==> src/rtl/dmem_arbiter_pkg.sv <==
// dmem_arbiter_pkg: shared constants and helpers for the data-memory arbiter.
//   PORT_CPU / PORT_DBG : requester indices (bit positions in req/gnt/rvalid)
//   PRIO_RR / PRIO_FIXED: PRIORITY_MODE encodings
//   WAIT_CNT_W          : width of the port-1 starvation counter
package dmem_arbiter_pkg;

    localparam int unsigned NUM_PORTS  = 2;

    localparam int unsigned PORT_CPU   = 0;
    localparam int unsigned PORT_DBG   = 1;

    localparam int unsigned PRIO_RR    = 0;
    localparam int unsigned PRIO_FIXED = 1;

    localparam int unsigned WAIT_CNT_W = 4;

    // Index of the granted port for a one-hot-or-zero grant. An idle grant maps to
    // port 0 so the memory-side muxes default to the CPU fields.
    function automatic logic gnt_idx(input logic [NUM_PORTS-1:0] gnt);
        return gnt[PORT_DBG];
    endfunction

endpackage

==> src/rtl/dmem_arbiter_if.sv <==
// dmem_arbiter_if: bundle of the requester handshake and the BRAM bus.
//   req/we/mode/addr/wdata : per-port request fields, {port1, port0}
//   gnt/rvalid/rdata       : per-port grant, read-data valid, shared read data
//   mem_*                  : single-port BRAM bus (one-cycle registered read)
// Modports:
//   slave  : the arbiter view
//   master : the environment view (requesters plus the BRAM read port)
interface dmem_arbiter_if #(
    parameter int unsigned ADDR_WIDTH = 12,
    parameter int unsigned DATA_WIDTH = 32
);

    logic [1:0]              req;
    logic [1:0]              we;
    logic [3:0]              mode;
    logic [2*ADDR_WIDTH-1:0] addr;
    logic [2*DATA_WIDTH-1:0] wdata;

    logic [1:0]              gnt;
    logic [1:0]              rvalid;
    logic [DATA_WIDTH-1:0]   rdata;

    logic [ADDR_WIDTH-1:0]   mem_addr;
    logic [DATA_WIDTH-1:0]   mem_wdata;
    logic [1:0]              mem_mode;
    logic                    mem_wr_en;
    logic                    mem_rd_en;
    logic [DATA_WIDTH-1:0]   mem_rdata;

    modport slave (
        input  req, we, mode, addr, wdata, mem_rdata,
        output gnt, rvalid, rdata, mem_addr, mem_wdata, mem_mode, mem_wr_en, mem_rd_en
    );

    modport master (
        output req, we, mode, addr, wdata, mem_rdata,
        input  gnt, rvalid, rdata, mem_addr, mem_wdata, mem_mode, mem_wr_en, mem_rd_en
    );

endinterface

==> src/rtl/rr_arbiter_2.sv <==
// rr_arbiter_2: two-requester grant decode with last-grant pointer and starvation guard.
//   sysclk : clock, all state on rising edge
//   rst    : synchronous reset, active-low; also forces gnt=00 while low
//   req    : per-port request
//   gnt    : one-hot-or-zero grant, combinational
// PRIORITY_MODE=PRIO_RR alternates on contention; PRIO_FIXED favours port 0 but hands
// port 1 the grant once it has lost MAX_WAIT consecutive cycles.
module rr_arbiter_2
    import dmem_arbiter_pkg::*;
#(
    parameter int unsigned PRIORITY_MODE = PRIO_RR,
    parameter int unsigned MAX_WAIT      = 4
) (
    input  logic       sysclk,
    input  logic       rst,
    input  logic [1:0] req,
    output logic [1:0] gnt
);

    localparam logic [WAIT_CNT_W-1:0] WaitMax = WAIT_CNT_W'(MAX_WAIT);
    localparam logic [WAIT_CNT_W-1:0] WaitOne = WAIT_CNT_W'(1);

    logic                  last_gnt_q, last_gnt_d;
    logic [WAIT_CNT_W-1:0] wait_cnt_q, wait_cnt_d;

    // Grant decode
    always_comb begin
        gnt = 2'b00;
        if (rst) begin
            case (req)
                2'b01: gnt = 2'b01;
                2'b10: gnt = 2'b10;
                2'b11: begin
                    if (PRIORITY_MODE == PRIO_FIXED) begin
                        gnt = (wait_cnt_q == WaitMax) ? 2'b10 : 2'b01;
                    end else begin
                        // Hand the contest to the port that did not win last time
                        gnt = last_gnt_q ? 2'b01 : 2'b10;
                    end
                end
                default: gnt = 2'b00;
            endcase
        end
    end

    // Pointer and starvation counter next state
    always_comb begin
        last_gnt_d = last_gnt_q;
        if (gnt != 2'b00) begin
            last_gnt_d = gnt[PORT_DBG];
        end

        wait_cnt_d = '0;
        if ((PRIORITY_MODE == PRIO_FIXED) && req[PORT_DBG] && !gnt[PORT_DBG]) begin
            wait_cnt_d = (wait_cnt_q == WaitMax) ? wait_cnt_q : wait_cnt_q + WaitOne;
        end
    end

    // last_gnt resets to port 1 so port 0 wins the first contest
    always_ff @(posedge sysclk) begin
        if (!rst) begin
            last_gnt_q <= 1'b1;
            wait_cnt_q <= '0;
        end else begin
            last_gnt_q <= last_gnt_d;
            wait_cnt_q <= wait_cnt_d;
        end
    end

endmodule

==> src/rtl/dmem_arbiter.sv <==
// dmem_arbiter: shares one data-memory BRAM between the CPU (port 0) and a
// debug/loader master (port 1). At most one access is granted per cycle; read
// data returns one cycle later tagged with a per-port rvalid.
//   sysclk : clock, all state on rising edge
//   rst    : synchronous reset, active-low
//   bus    : dmem_arbiter_if.slave, requester handshake plus BRAM bus
module dmem_arbiter
    import dmem_arbiter_pkg::*;
#(
    parameter int unsigned ADDR_WIDTH    = 12,
    parameter int unsigned DATA_WIDTH    = 32,
    parameter int unsigned PRIORITY_MODE = PRIO_RR,
    parameter int unsigned MAX_WAIT      = 4
) (
    input  logic           sysclk,
    input  logic           rst,
    dmem_arbiter_if.slave  bus
);

    logic [1:0] gnt;
    logic       sel;
    logic       granted;
    logic       sel_we;
    logic [1:0] rvalid_d, rvalid_q;

    rr_arbiter_2 #(
        .PRIORITY_MODE (PRIORITY_MODE),
        .MAX_WAIT      (MAX_WAIT)
    ) u_arb (
        .sysclk (sysclk),
        .rst    (rst),
        .req    (bus.req),
        .gnt    (gnt)
    );

    assign sel     = gnt_idx(gnt);
    assign granted = |gnt;
    assign sel_we  = bus.we[sel];

    // Memory-side muxes; port 0 fields pass through when nothing is granted
    always_comb begin
        bus.mem_addr  = bus.addr[ADDR_WIDTH-1:0];
        bus.mem_wdata = bus.wdata[DATA_WIDTH-1:0];
        bus.mem_mode  = bus.mode[1:0];
        if (sel) begin
            bus.mem_addr  = bus.addr[2*ADDR_WIDTH-1:ADDR_WIDTH];
            bus.mem_wdata = bus.wdata[2*DATA_WIDTH-1:DATA_WIDTH];
            bus.mem_mode  = bus.mode[3:2];
        end
    end

    assign bus.mem_wr_en = granted & sel_we;
    assign bus.mem_rd_en = granted & ~sel_we;

    // A granted read on port i returns on rvalid[i] one cycle later
    assign rvalid_d = gnt & ~bus.we;

    always_ff @(posedge sysclk) begin
        if (!rst) begin
            rvalid_q <= 2'b00;
        end else begin
            rvalid_q <= rvalid_d;
        end
    end

    // Masked while rst is low so a read granted just before reset never returns
    assign bus.rvalid = rst ? rvalid_q : 2'b00;
    assign bus.rdata  = bus.mem_rdata;
    assign bus.gnt    = gnt;

endmodule

==> src/flat_wrapper.sv <==
// flat-port wrapper written by rule: the top's interface ports become plain ports
module dmem_arbiter_flat import dmem_arbiter_pkg::*;
#(
    parameter int unsigned ADDR_WIDTH    = 12,
    parameter int unsigned DATA_WIDTH    = 32,
    parameter int unsigned PRIORITY_MODE = PRIO_RR,
    parameter int unsigned MAX_WAIT      = 4
)
  (sysclk, rst, bus_req, bus_we, bus_mode, bus_addr, bus_wdata, bus_mem_rdata, bus_gnt, bus_rvalid, bus_rdata, bus_mem_addr, bus_mem_wdata, bus_mem_mode, bus_mem_wr_en, bus_mem_rd_en);
  dmem_arbiter_if #(.ADDR_WIDTH(ADDR_WIDTH), .DATA_WIDTH(DATA_WIDTH)) bus_i ();
  input  logic sysclk;
  input  logic rst;
  input wire logic [$bits(bus_i.req)-1:0] bus_req;
  input wire logic [$bits(bus_i.we)-1:0] bus_we;
  input wire logic [$bits(bus_i.mode)-1:0] bus_mode;
  input wire logic [$bits(bus_i.addr)-1:0] bus_addr;
  input wire logic [$bits(bus_i.wdata)-1:0] bus_wdata;
  input wire logic [$bits(bus_i.mem_rdata)-1:0] bus_mem_rdata;
  output wire logic [$bits(bus_i.gnt)-1:0] bus_gnt;
  output wire logic [$bits(bus_i.rvalid)-1:0] bus_rvalid;
  output wire logic [$bits(bus_i.rdata)-1:0] bus_rdata;
  output wire logic [$bits(bus_i.mem_addr)-1:0] bus_mem_addr;
  output wire logic [$bits(bus_i.mem_wdata)-1:0] bus_mem_wdata;
  output wire logic [$bits(bus_i.mem_mode)-1:0] bus_mem_mode;
  output wire logic [$bits(bus_i.mem_wr_en)-1:0] bus_mem_wr_en;
  output wire logic [$bits(bus_i.mem_rd_en)-1:0] bus_mem_rd_en;
  assign bus_i.req = bus_req;
  assign bus_i.we = bus_we;
  assign bus_i.mode = bus_mode;
  assign bus_i.addr = bus_addr;
  assign bus_i.wdata = bus_wdata;
  assign bus_i.mem_rdata = bus_mem_rdata;
  assign bus_gnt = bus_i.gnt;
  assign bus_rvalid = bus_i.rvalid;
  assign bus_rdata = bus_i.rdata;
  assign bus_mem_addr = bus_i.mem_addr;
  assign bus_mem_wdata = bus_i.mem_wdata;
  assign bus_mem_mode = bus_i.mem_mode;
  assign bus_mem_wr_en = bus_i.mem_wr_en;
  assign bus_mem_rd_en = bus_i.mem_rd_en;
  dmem_arbiter #(.ADDR_WIDTH(ADDR_WIDTH), .DATA_WIDTH(DATA_WIDTH), .PRIORITY_MODE(PRIORITY_MODE), .MAX_WAIT(MAX_WAIT)) u_core (.sysclk(sysclk), .rst(rst), .bus(bus_i));
endmodule
==> config.mk <==
export PLATFORM = sky130hd
export DESIGN_NAME = dmem_arbiter_flat
export DESIGN_NICKNAME = d
export VERILOG_FILES = /design/src/rtl/dmem_arbiter_pkg.sv /design/src/rtl/dmem_arbiter_if.sv /design/src/rtl/rr_arbiter_2.sv /design/src/rtl/dmem_arbiter.sv /design/src/flat_wrapper.sv
export SDC_FILE = /design/constraint.sdc
export NUM_CORES = 1
export LEC_CHECK = 0
export BUFFER_PORTS_ARGS = -buffer_cell sky130_fd_sc_hd__buf_2
export CORE_AREA = 2 2 82 84
export CTS_CLUSTER_SIZE = 24
export DETAILED_ROUTE_END_ITERATION = 16
export DIE_AREA = 0 0 84 86
export GPL_TIMING_DRIVEN = 0
export PLACE_DENSITY_LB_ADDON = 0.15
export SLEW_MARGIN = 20
export SYNTH_ARGS = -nofsm -noshare
export SYNTH_HDL_FRONTEND = slang
export SYNTH_SLANG_ARGS = --single-unit
export TNS_END_PERCENT = 10
==> constraint.sdc <==
create_clock -name sysclk -period 1 [get_ports sysclk]
set_input_delay 0 -clock sysclk [delete_from_list [all_inputs] [get_ports sysclk]]
set_output_delay 0 -clock sysclk [all_outputs]
set_load 0.01 [all_outputs]
==> results of run 1 <==
-- layout by cell type (no fill, tap or decap), drive strengths merged --
master and count:
dfxtp 3, clkbuf 4, o22ai 1, nand2b 2, buf 220, mux2 46, nand3 3, nand2 2
dlygate4sd3 2, nand4 2, nor2 2, and2 2, inv 2
-- power by group --
part / internal [W] / switching [W]
clock network: 0.000272 / 0.0000806
registers: 0.000128 / 0.00000290
logic: 0.000605 / 0.000374
total: 0.00100 / 0.000457
-- cell type report --
cell class                      count  share of cell area (%)
Buffer                             37                   13.55
Multi-Input combinational cell     60                   28.97
Clock buffer                        4                   2.049
Inverter                            2                  0.3415
Tap cell                           77                   4.382
Timing Repair Buffer              185                   47.92
Sequential cell                     3                   2.789
-- cells by family (layout without fill, tap and decap cells) --
family | Yosys count | count (layout) | synth area share (%)
muxes | 46 | 46 | 56.20
buffers and inverters | 39 | 228 | 29.46
and+or+nand+nor | 13 | 13 | 7.494
DFF | 3 | 3 | 6.202
AOI/OAI and AO/OA | 1 | 1 | 0.6464
-- state kept, by name, summed over array words and instances (netlist names) --
name                     cells
u_core.u_arb.last_gnt_q      1
u_core.rvalid_q              2
-- what timing repair did --
action,in CTS,in global routing
endpoints found under the setup margin,50,50
hold endpoints to repair,2,0
setup buffers,2,0
resized for setup,22,1
hold buffers,2,0
pin swaps,1,0
-- metal layers --
layer  global-route usage (%)  wire length [µm]  share of wire, %  vias to the layer above
met1                    11.18              1525                36                      585
met4                   0.8798                 0                 0                        0
met3                    3.657               499                12                        0
li1                         -                 -                 -                      701
met2                    19.56              2261                53                      101
met5                        0                 0                 0                        -
-- worst max-delay path, cell delays in order (launching register included) --
cell	delay, ns
dfxtp_2	0.31
nand2_2	0.08
nand3_4	0.10
buf_8	0.15
buf_12	0.14
mux2_4	0.30
buf_6	0.12
-- metrics by stage --
step	area [µm²]	TNS (ns)	hold slack, ns
floorplan	975.9	-1.286	0.07176
global placement	1978	-12.51	0.1850
detailed placement	1978	-12.19	0.1838
CTS	2195	-20.07	0.03962
global route	2198	-22.89	0.04987
finish	2198	-18.58	0.04153
-- how the worst max path moves through the flow --
stage	to	slack (ns)	startpoint	cells past startpoint
2_1_floorplan	bus_mem_wdata[24]	-0.04	u_core.u_arb.last_gnt_q$_SDFFE_PN1P_	5
3_3_place_gp	bus_mem_wdata[25]	-0.31	u_core.u_arb.last_gnt_q$_SDFFE_PN1P_	6
3_5_place_dp	bus_mem_wdata[2]	-0.30	u_core.u_arb.last_gnt_q$_SDFFE_PN1P_	5
4_1_cts	bus_mem_wdata[25]	-0.45	u_core.u_arb.last_gnt_q$_SDFFE_PN1P_	6
5_1_grt	bus_mem_wdata[27]	-0.50	u_core.u_arb.last_gnt_q$_SDFFE_PN1P_	6
6_report	bus_mem_wdata[27]	-0.42	u_core.u_arb.last_gnt_q$_SDFFE_PN1P_	6
==> results.sh, run 1 <==
export IMPL_worst_slack_ns=-0.4225
export IMPL_skew_ns=0.001184
export IMPL_vias=1387
export IMPL_maxCapViolCount=0
export IMPL_final_util_pct=35.02
export IMPL_synth_top_area_share_pct=45.35
export IMPL_synth_seq_area_share_pct=6.202
export IMPL_synth_common_cells="39 x mux2_2, 32 x buf_4, 7 x mux2_4"
export IMPL_ff2ff_setup_slack_ns=0.09
export IMPL_nNetsFinal=422
export IMPL_min_period_over_period_pct=142.3
export IMPL_min_path_cells=2
export IMPL_yosys_most_used_dff="dfxtp_1"
export IMPL_hp_start="rst"
export IMPL_critPathKind="reg2out"
export IMPL_ys_ff_latch=3
export IMPL_clock_sinks=3
export IMPL_drtAntennaViolNets=0
export IMPL_arrival_ns=1.42
export IMPL_setup_viol=49
export IMPL_area_growth_synth_to_final_pct=127.0
export IMPL_worst_pin_slew_ns=0.1450
export IMPL_clock_path_buffers=2
export IMPL_synthTopCellsByArea="mux2_2 45%, buf_4 25%, mux2_4 11%"
export IMPL_io_buffers=181
export IMPL_worstSetupEndpointType="output pin"
export IMPL_grt_overflow=0
export IMPL_drt_vias_per_instance=3.769
export IMPL_wire_per_inst_um=11.65
export IMPL_antenna_found_initial=0
export IMPL_cellLeakagePower_nw=1.292
export IMPL_avgSynthCellArea_um2=9.494
export IMPL_grt_max_degree=11
export IMPL_r2r_end="u_core.rvalid_q[1]$_SDFF_PN0_"
export IMPL_placedCellCount=360
export IMPL_seq_area_um2=61.31
export IMPL_vdd_ir_drop_max_v=0.0006561
export IMPL_io_pins=214
export IMPL_ys_types=15
export IMPL_power_density_nw_per_um2=664.8
export IMPL_yosysWarningCount=0
export IMPL_clk_pin_slew_worst_paths_ns=0.03
export IMPL_p_total_w=0.001462
export IMPL_dp_hpwl_mm=3.794
export IMPL_drc=0
export IMPL_dp_slack_ns=-0.3015
export IMPL_fmax_mhz=703.0
export IMPL_grt_pass1_wl_mm=6.141
export IMPL_crit_fanout=10
export IMPL_fin_crit_ns=1.423
export IMPL_h_tree_depth=1
export IMPL_violations="setup timing"
export IMPL_timing_rr_start="u_core.u_arb.last_gnt_q$_SDFFE_PN1P_"
export IMPL_cp_required_ns=1.00
export IMPL_rsz0062_at_grt="yes"
export IMPL_holdPathEnd="u_core.u_arb.last_gnt_q$_SDFFE_PN1P_"
export IMPL_initial_core_util_pct=15.43
export IMPL_drt_total_wl_mm=4.286
export IMPL_firstDrtPassIters=2
export IMPL_rows=29
export IMPL_grt_pass1_vias=1364
export IMPL_start_kind="register"
export IMPL_multiInputGateArea_um2=636.9
export IMPL_drive_above_1_share_pct=93.47
export IMPL_synth_nets=232
export IMPL_clock_latency_ns=0.22
export IMPL_netlist_instances=102
export IMPL_status="finished, violations left"
export IMPL_hold_viol_final=0
export IMPL_yosys_area_top_type="mux2_2"
export IMPL_dieArea_um2=7224
export IMPL_async_flop_share_pct=0
export IMPL_core_um2=6277
export IMPL_n_fill_cell=661
export IMPL_drt_initial_drc_count=14
export IMPL_synth_most_common_cell="mux2_2"
export IMPL_n_antenna_cell=0
export IMPL_hp_class="in2reg"
export IMPL_ff2ff_path_depth=5
export IMPL_grt_usage_pct=10.19
export IMPL_synth_edf_count=0
export IMPL_numCtsBuffers=3
export IMPL_slew_headroom_pct=90.33
export IMPL_die_w_um=84
export IMPL_place_gp_congestion=0.7531
export IMPL_tritoncts="yes"
export IMPL_slew_viol_final=0
export IMPL_final_cells=368
export IMPL_root_buffer="clkbuf_8"
export IMPL_syn_area_um2=968.4
export IMPL_die_y_um=86
No activity file was read; power rests on OpenSTA's default activity.
==> run 2: changes to the inputs <==
--- a/config.mk
+++ b/config.mk
@@ -11,7 +11,7 @@
 export DETAILED_ROUTE_END_ITERATION = 16
 export DIE_AREA = 0 0 84 86
 export GPL_TIMING_DRIVEN = 0
-export PLACE_DENSITY_LB_ADDON = 0.15
+export PLACE_DENSITY = 0.55
 export SLEW_MARGIN = 20
 export SYNTH_ARGS = -nofsm -noshare
 export SYNTH_HDL_FRONTEND = slang
==> results.sh, run 2 (synthesis gave the netlist of run 1 again) <==
export IMPL_nNetsFinal=423
export IMPL_dp_slack_ns=-0.2974
export IMPL_io_buffers=181
export IMPL_final_util_pct=35.06
export IMPL_grt_usage_pct=8.868
export IMPL_wire_per_inst_um=10.68
export IMPL_drc=0
export IMPL_hp_class="in2reg"
export IMPL_antenna_found_initial=0
export IMPL_maxCapViolCount=0
export IMPL_top_register="u_core.rvalid_q"
export IMPL_dieArea_um2=7224
export IMPL_largestRegisters="u_core.rvalid_q x2, u_core.u_arb.last_gnt_q x1"
export IMPL_root_buffer="clkbuf_8"
export IMPL_die_w_um=84
export IMPL_place_gp_congestion=0.7507
export IMPL_drive_above_1_share_pct=93.49
export IMPL_grt_pass1_vias=1213
export IMPL_grt_pass1_wl_mm=5.354
export IMPL_area_growth_synth_to_final_pct=127.3
export IMPL_setup_viol=49
export IMPL_grt_max_degree=11
export IMPL_drt_total_wl_mm=3.941
export IMPL_io_pins=214
export IMPL_numCtsBuffers=3
export IMPL_dpl_cell_area_um2=1978
export IMPL_worst_pin_slew_ns=0.1426
export IMPL_clock_latency_ns=0.22
export IMPL_drtAntennaViolNets=0
export IMPL_initial_core_util_pct=15.43
export IMPL_worstSetupEndpointType="output pin"
export IMPL_vdd_ir_drop_max_v=0.0004905
export IMPL_min_period_over_period_pct=143.2
export IMPL_n_antenna_cell=0
export IMPL_tritoncts="yes"
export IMPL_dp_hpwl_mm=3.377
export IMPL_fin_crit_ns=1.432
export IMPL_slew_viol_final=0
export IMPL_worst_slack_ns=-0.4322
export IMPL_h_tree_depth=1
export IMPL_critPathKind="reg2out"
export IMPL_final_cell_mix="167 x buf_2, 37 x buf_4, 36 x mux2_2"
export IMPL_status="finished, violations left"
export IMPL_die_y_um=86
export IMPL_drt_initial_drc_count=19
export IMPL_finalSetupTns_ns=-18.31
export IMPL_rsz0062_at_grt="yes"
export IMPL_start_kind="register"
export IMPL_rows=29
export IMPL_cp_required_ns=1.00
export IMPL_drt_vias_per_instance=3.827
export IMPL_power_density_nw_per_um2=662.8
export IMPL_layout_commonest_cell="buf_2"
export IMPL_cellLeakagePower_nw=1.302
export IMPL_largest_reg_flops=2
export IMPL_grt_overflow=0
export IMPL_firstDrtPassIters=4
export IMPL_violations="setup timing"
export IMPL_skew_ns=0.003166
export IMPL_clock_sinks=3
export IMPL_clock_path_buffers=2
export IMPL_fmax_mhz=698.2
export IMPL_slew_headroom_pct=90.49
export IMPL_arrival_ns=1.43
export IMPL_core_um2=6277
export IMPL_clk_pin_slew_worst_paths_ns=0.03
export IMPL_design_area_um2=2201
export IMPL_crit_fanout=10
export IMPL_vias=1412
export IMPL_hold_viol_final=0
## run 2: cell types whose count changed in the layout (fill, tap and decap cells not counted)
cell and delta:
buf_2 +2, buf_4 +1, buf_6 -2, mux2_2 -2, mux2_4 +2
## run 2: final cells by class
cell class | instances | area, µm²
Fill cell | 645 | 4076
Clock buffer | 4 | 45.04
Tap cell | 77 | 96.34
Sequential cell | 3 | 61.31
Buffer | 37 | 297.8
Timing Repair Buffer | 186 | 1049
Multi-Input combinational cell | 60 | 644.4
Inverter | 2 | 7.507
## run 2: what timing repair did
item                                    4_1_cts  5_1_grt
setup buffers                                 3        0
endpoints found under the setup margin       50       50
hold buffers                                  2        0
pin swaps                                     1        0
resized for setup                            20        3
hold endpoints to repair                      2        0
## run 2: critical path: stages, from the launching register on
cell	delay, ns
dfxtp_2	0.32
nand2_2	0.08
nand3_4	0.09
buf_8	0.15
buf_12	0.14
mux2_4	0.30
buf_6	0.12
## run 2: final timing paths
path,start,to,slack (ns),depth (start not counted)
setup reg to reg,u_core.u_arb.last_gnt_q$_SDFFE_PN1P_,u_core.rvalid_q[1]$_SDFF_PN0_,0.08,5
setup / recovery,u_core.u_arb.last_gnt_q$_SDFFE_PN1P_,bus_mem_wdata[29],-0.43,6
hold / removal,rst,u_core.u_arb.last_gnt_q$_SDFFE_PN1P_,0.04,2
hold reg to reg,u_core.u_arb.last_gnt_q$_SDFFE_PN1P_,u_core.u_arb.last_gnt_q$_SDFFE_PN1P_,0.48,2
## run 2: per-stage QoR
stage	instances	power, W	hold slack (ns)
final	369	0.001459	0.03514
after floorplan	102	0.0005978	0.07176
after global placement	360	0.001001	0.1845
after CTS	369	0.001473	0.03502
after detailed placement	360	0.001008	0.1839
after global routing	369	0.001556	0.05349
## run 2: routing by layer
metal  vias to the layer above  wire, µm  global-route usage [%]
li1                        701         -                       -
met1                       605      1389                   9.857
met2                       104      2090                   17.53
met3                         2       451                   1.636
met4                         0        10                   1.760
met5                         -         0                       0
## run 2: power by group
group,total (W),internal (W),switching (W)
clock,0.000359,0.000272,0.0000867
combinational,0.000969,0.000603,0.000366
sequential,0.000131,0.000128,0.00000296
==> run 3: changes to the inputs <==
--- a/config.mk
+++ b/config.mk
@@ -5,13 +5,14 @@
 export SDC_FILE = /design/constraint.sdc
 export NUM_CORES = 1
 export LEC_CHECK = 0
+export ABC_AREA = 1
 export BUFFER_PORTS_ARGS = -buffer_cell sky130_fd_sc_hd__buf_2
 export CORE_AREA = 2 2 82 84
 export CTS_CLUSTER_SIZE = 24
 export DETAILED_ROUTE_END_ITERATION = 16
 export DIE_AREA = 0 0 84 86
 export GPL_TIMING_DRIVEN = 0
-export PLACE_DENSITY = 0.55
+export PLACE_DENSITY = 0.56
 export SLEW_MARGIN = 20
 export SYNTH_ARGS = -nofsm -noshare
 export SYNTH_HDL_FRONTEND = slang
==> results.sh, run 3 <==
export IMPL_status="finished, violations left"
export IMPL_violations="setup timing"
export IMPL_dp_hpwl_mm=3.762
export IMPL_p_total_w=0.001449
export IMPL_dpl_cell_area_um2=2018
export IMPL_placedCellCount=465
export IMPL_drt_total_wl_mm=4.461
export IMPL_synth_nets=337
export IMPL_netlist_instances=207
export IMPL_yosys_most_used_dff="dfxtp_1"
export IMPL_hp_start="rst"
export IMPL_layout_commonest_cell="buf_2"
export IMPL_clock_sinks=3
export IMPL_clk_pin_slew_worst_paths_ns=0.03
export IMPL_die_y_um=86
export IMPL_drtAntennaViolNets=0
export IMPL_hp_class="in2reg"
export IMPL_ys_ff_latch=3
export IMPL_numCtsBuffers=3
export IMPL_cellLeakagePower_nw=1.526
export IMPL_synth_top_area_share_pct=53.57
export IMPL_async_flop_share_pct=0
export IMPL_maxCapViolCount=0
export IMPL_gr_usage_met3_pct=1.636
export IMPL_worst_slack_ns=-0.2576
export IMPL_vdd_ir_drop_max_v=0.0005960
export IMPL_firstDrtPassIters=4
export IMPL_slew_viol_final=0
export IMPL_p_int_w=0.0009221
export IMPL_yosysWarningCount=0
export IMPL_tritoncts="yes"
export IMPL_vias=1825
export IMPL_hold_viol_final=0
export IMPL_synth_edf_count=0
export IMPL_drt_initial_drc_count=22
export IMPL_ys_types=13
export IMPL_use_met1_pct=12.08
export IMPL_grt_pass1_vias=1573
export IMPL_grt_max_degree=11
export IMPL_worst_pin_slew_ns=0.2198
export IMPL_p_sw_w=0.0005270
export IMPL_grt_busiest_layer="met2"
export IMPL_synth_most_common_cell="nand2_1"
export IMPL_final_cells=474
export IMPL_largestRegisters="u_core.rvalid_q x2, u_core.u_arb.last_gnt_q x1"
export IMPL_top_register="u_core.rvalid_q"
export IMPL_wire_per_inst_um=9.411
export IMPL_h_tree_depth=1
export IMPL_yosys_area_top_type="nand2_1"
export IMPL_clock_path_buffers=2
export IMPL_setup_viol=49
export IMPL_place_gp_congestion=0.7786
export IMPL_rsz0062_at_grt="yes"
export IMPL_grt_overflow=0
export IMPL_antenna_found_initial=0
export IMPL_nNetsFinal=528
export IMPL_syn_area_um2=1016
export IMPL_initial_core_util_pct=16.18
export IMPL_area_growth_synth_to_final_pct=115.5
export IMPL_synth_seq_area_share_pct=5.911
export IMPL_cp_required_ns=1.00
export IMPL_synthTopCellsByArea="nand2_1 54%, buf_4 24%, buf_6 7.8%"
export IMPL_drc=0
export IMPL_clock_latency_ns=0.22
export IMPL_fmax_mhz=795.2
export IMPL_crit_fanout=9
export IMPL_arrival_ns=1.26
export IMPL_clockPowerShare_pct=24.3
export IMPL_dieArea_um2=7224
export IMPL_min_period_over_period_pct=125.8
export IMPL_slew_headroom_pct=85.19
export IMPL_worstSetupEndpointType="output pin"
export IMPL_dp_slack_ns=-0.1354
export IMPL_critPathKind="reg2out"
export IMPL_avgSynthCellArea_um2=4.908
export IMPL_finalSetupTns_ns=-11.17
export IMPL_final_cell_mix="179 x buf_2, 143 x nand2_1, 35 x buf_4"
export IMPL_use_met2_pct=21.53
export IMPL_rows=29
export IMPL_grt_usage_pct=10.89
export IMPL_n_antenna_cell=0
export IMPL_power_density_nw_per_um2=661.8
export IMPL_io_buffers=181
export IMPL_drt_vias_per_instance=3.850
export IMPL_fin_crit_ns=1.258
export IMPL_largest_reg_flops=2
export IMPL_io_pins=214
export IMPL_root_buffer="clkbuf_8"
export IMPL_die_w_um=84
export IMPL_crit_start="u_core.u_arb.last_gnt_q$_SDFFE_PN1P_"
export IMPL_synth_common_cells="145 x nand2_1, 33 x buf_4, 7 x buf_6, 7 x inv_1, 3 x dfxtp_1"
export IMPL_design_area_um2=2190
export IMPL_power_frac_seq_pct=9.0
export IMPL_start_kind="register"
export IMPL_comb_power_share_pct=66.6
export IMPL_switching_share_pct=36.37
export IMPL_drive_above_1_share_pct=59.70
export IMPL_grt_pass1_wl_mm=6.644
export IMPL_timing_rr_start="u_core.u_arb.last_gnt_q$_SDFFE_PN1P_"
export IMPL_skew_ns=0.003265
export IMPL_core_um2=6277
-- run 3: critical path: stages (launching register included) --
cell	delay [ns]
dfxtp_2	0.32
nand2_2	0.07
nand2_4	0.08
inv_2	0.05
buf_12	0.14
clkbuf_16	0.14
nand2_1	0.05
nand2_1	0.04
buf_2	0.13
-- run 3: repair_timing --
action | 4_1_cts | 5_1_grt
gates resized for setup | 9 | 7
gates cloned | 0 | 1
pin swaps | 2 | 0
hold endpoints to repair | 1 | 0
setup endpoints to repair | 49 | 50
setup buffers | 3 | 0
hold buffers | 1 | 0
-- run 3: area by class of cell --
cell class	count	area (µm²)
repair buffers	186	988.4
multi-input cells	153	600.6
inverters	9	33.78
fillers	720	4088
clock buffers	4	45.04
plain buffers	42	364.1
flip-flops and latches	3	61.31
well taps	77	96.34
-- run 3: worst paths after layout --
path / endpoint / slack [ns] / cells after the start
worst min-delay path: u_core.u_arb.last_gnt_q$_SDFFE_PN1P_ / 0.06 / 2
worst max-delay path: bus_mem_wdata[0] / -0.26 / 8
worst min register to register: u_core.u_arb.last_gnt_q$_SDFFE_PN1P_ / 0.52 / 2
worst max register to register: u_core.rvalid_q[1]$_SDFF_PN0_ / 0.32 / 3
-- run 3: metrics by stage --
step                hold slack (ns)  util [%]
floorplan                   0.07238         -
global placement             0.1783     32.15
detailed placement           0.1844     32.15
CTS                         0.04649     33.90
global route                0.09072     34.88
finish                      0.05664     34.88
-- run 3: metal layers --
metal	wire length [µm]	vias to the layer above	part of all wire, %
met1	1672	760	37
met3	422	2	9.5
met2	2357	105	53
met5	0	-	0
li1	-	958	-
met4	8	0	0.18
-- run 3: power groups by stage --
stage,clock (W),combinational [W],sequential (W)
final,0.000353,0.000966,0.000131
after global routing,0.000373,0.00107,0.000132
after CTS,0.000362,0.000947,0.000131
after detailed placement,0,0.000914,0.000131
after global placement,0,0.000911,0.000131
after floorplan,0,0.000468,0.000130
-- run 3: logic make-up (layout without fill, tap and decap cells) --
kind of cell    count (synthesis)  after routing  share of synthesized area [%]
buf+inv                        51            241                          36.45
flops                           3              3                          5.912
compound gates                  3              3                          1.723
simple gates                  150            150                          55.91
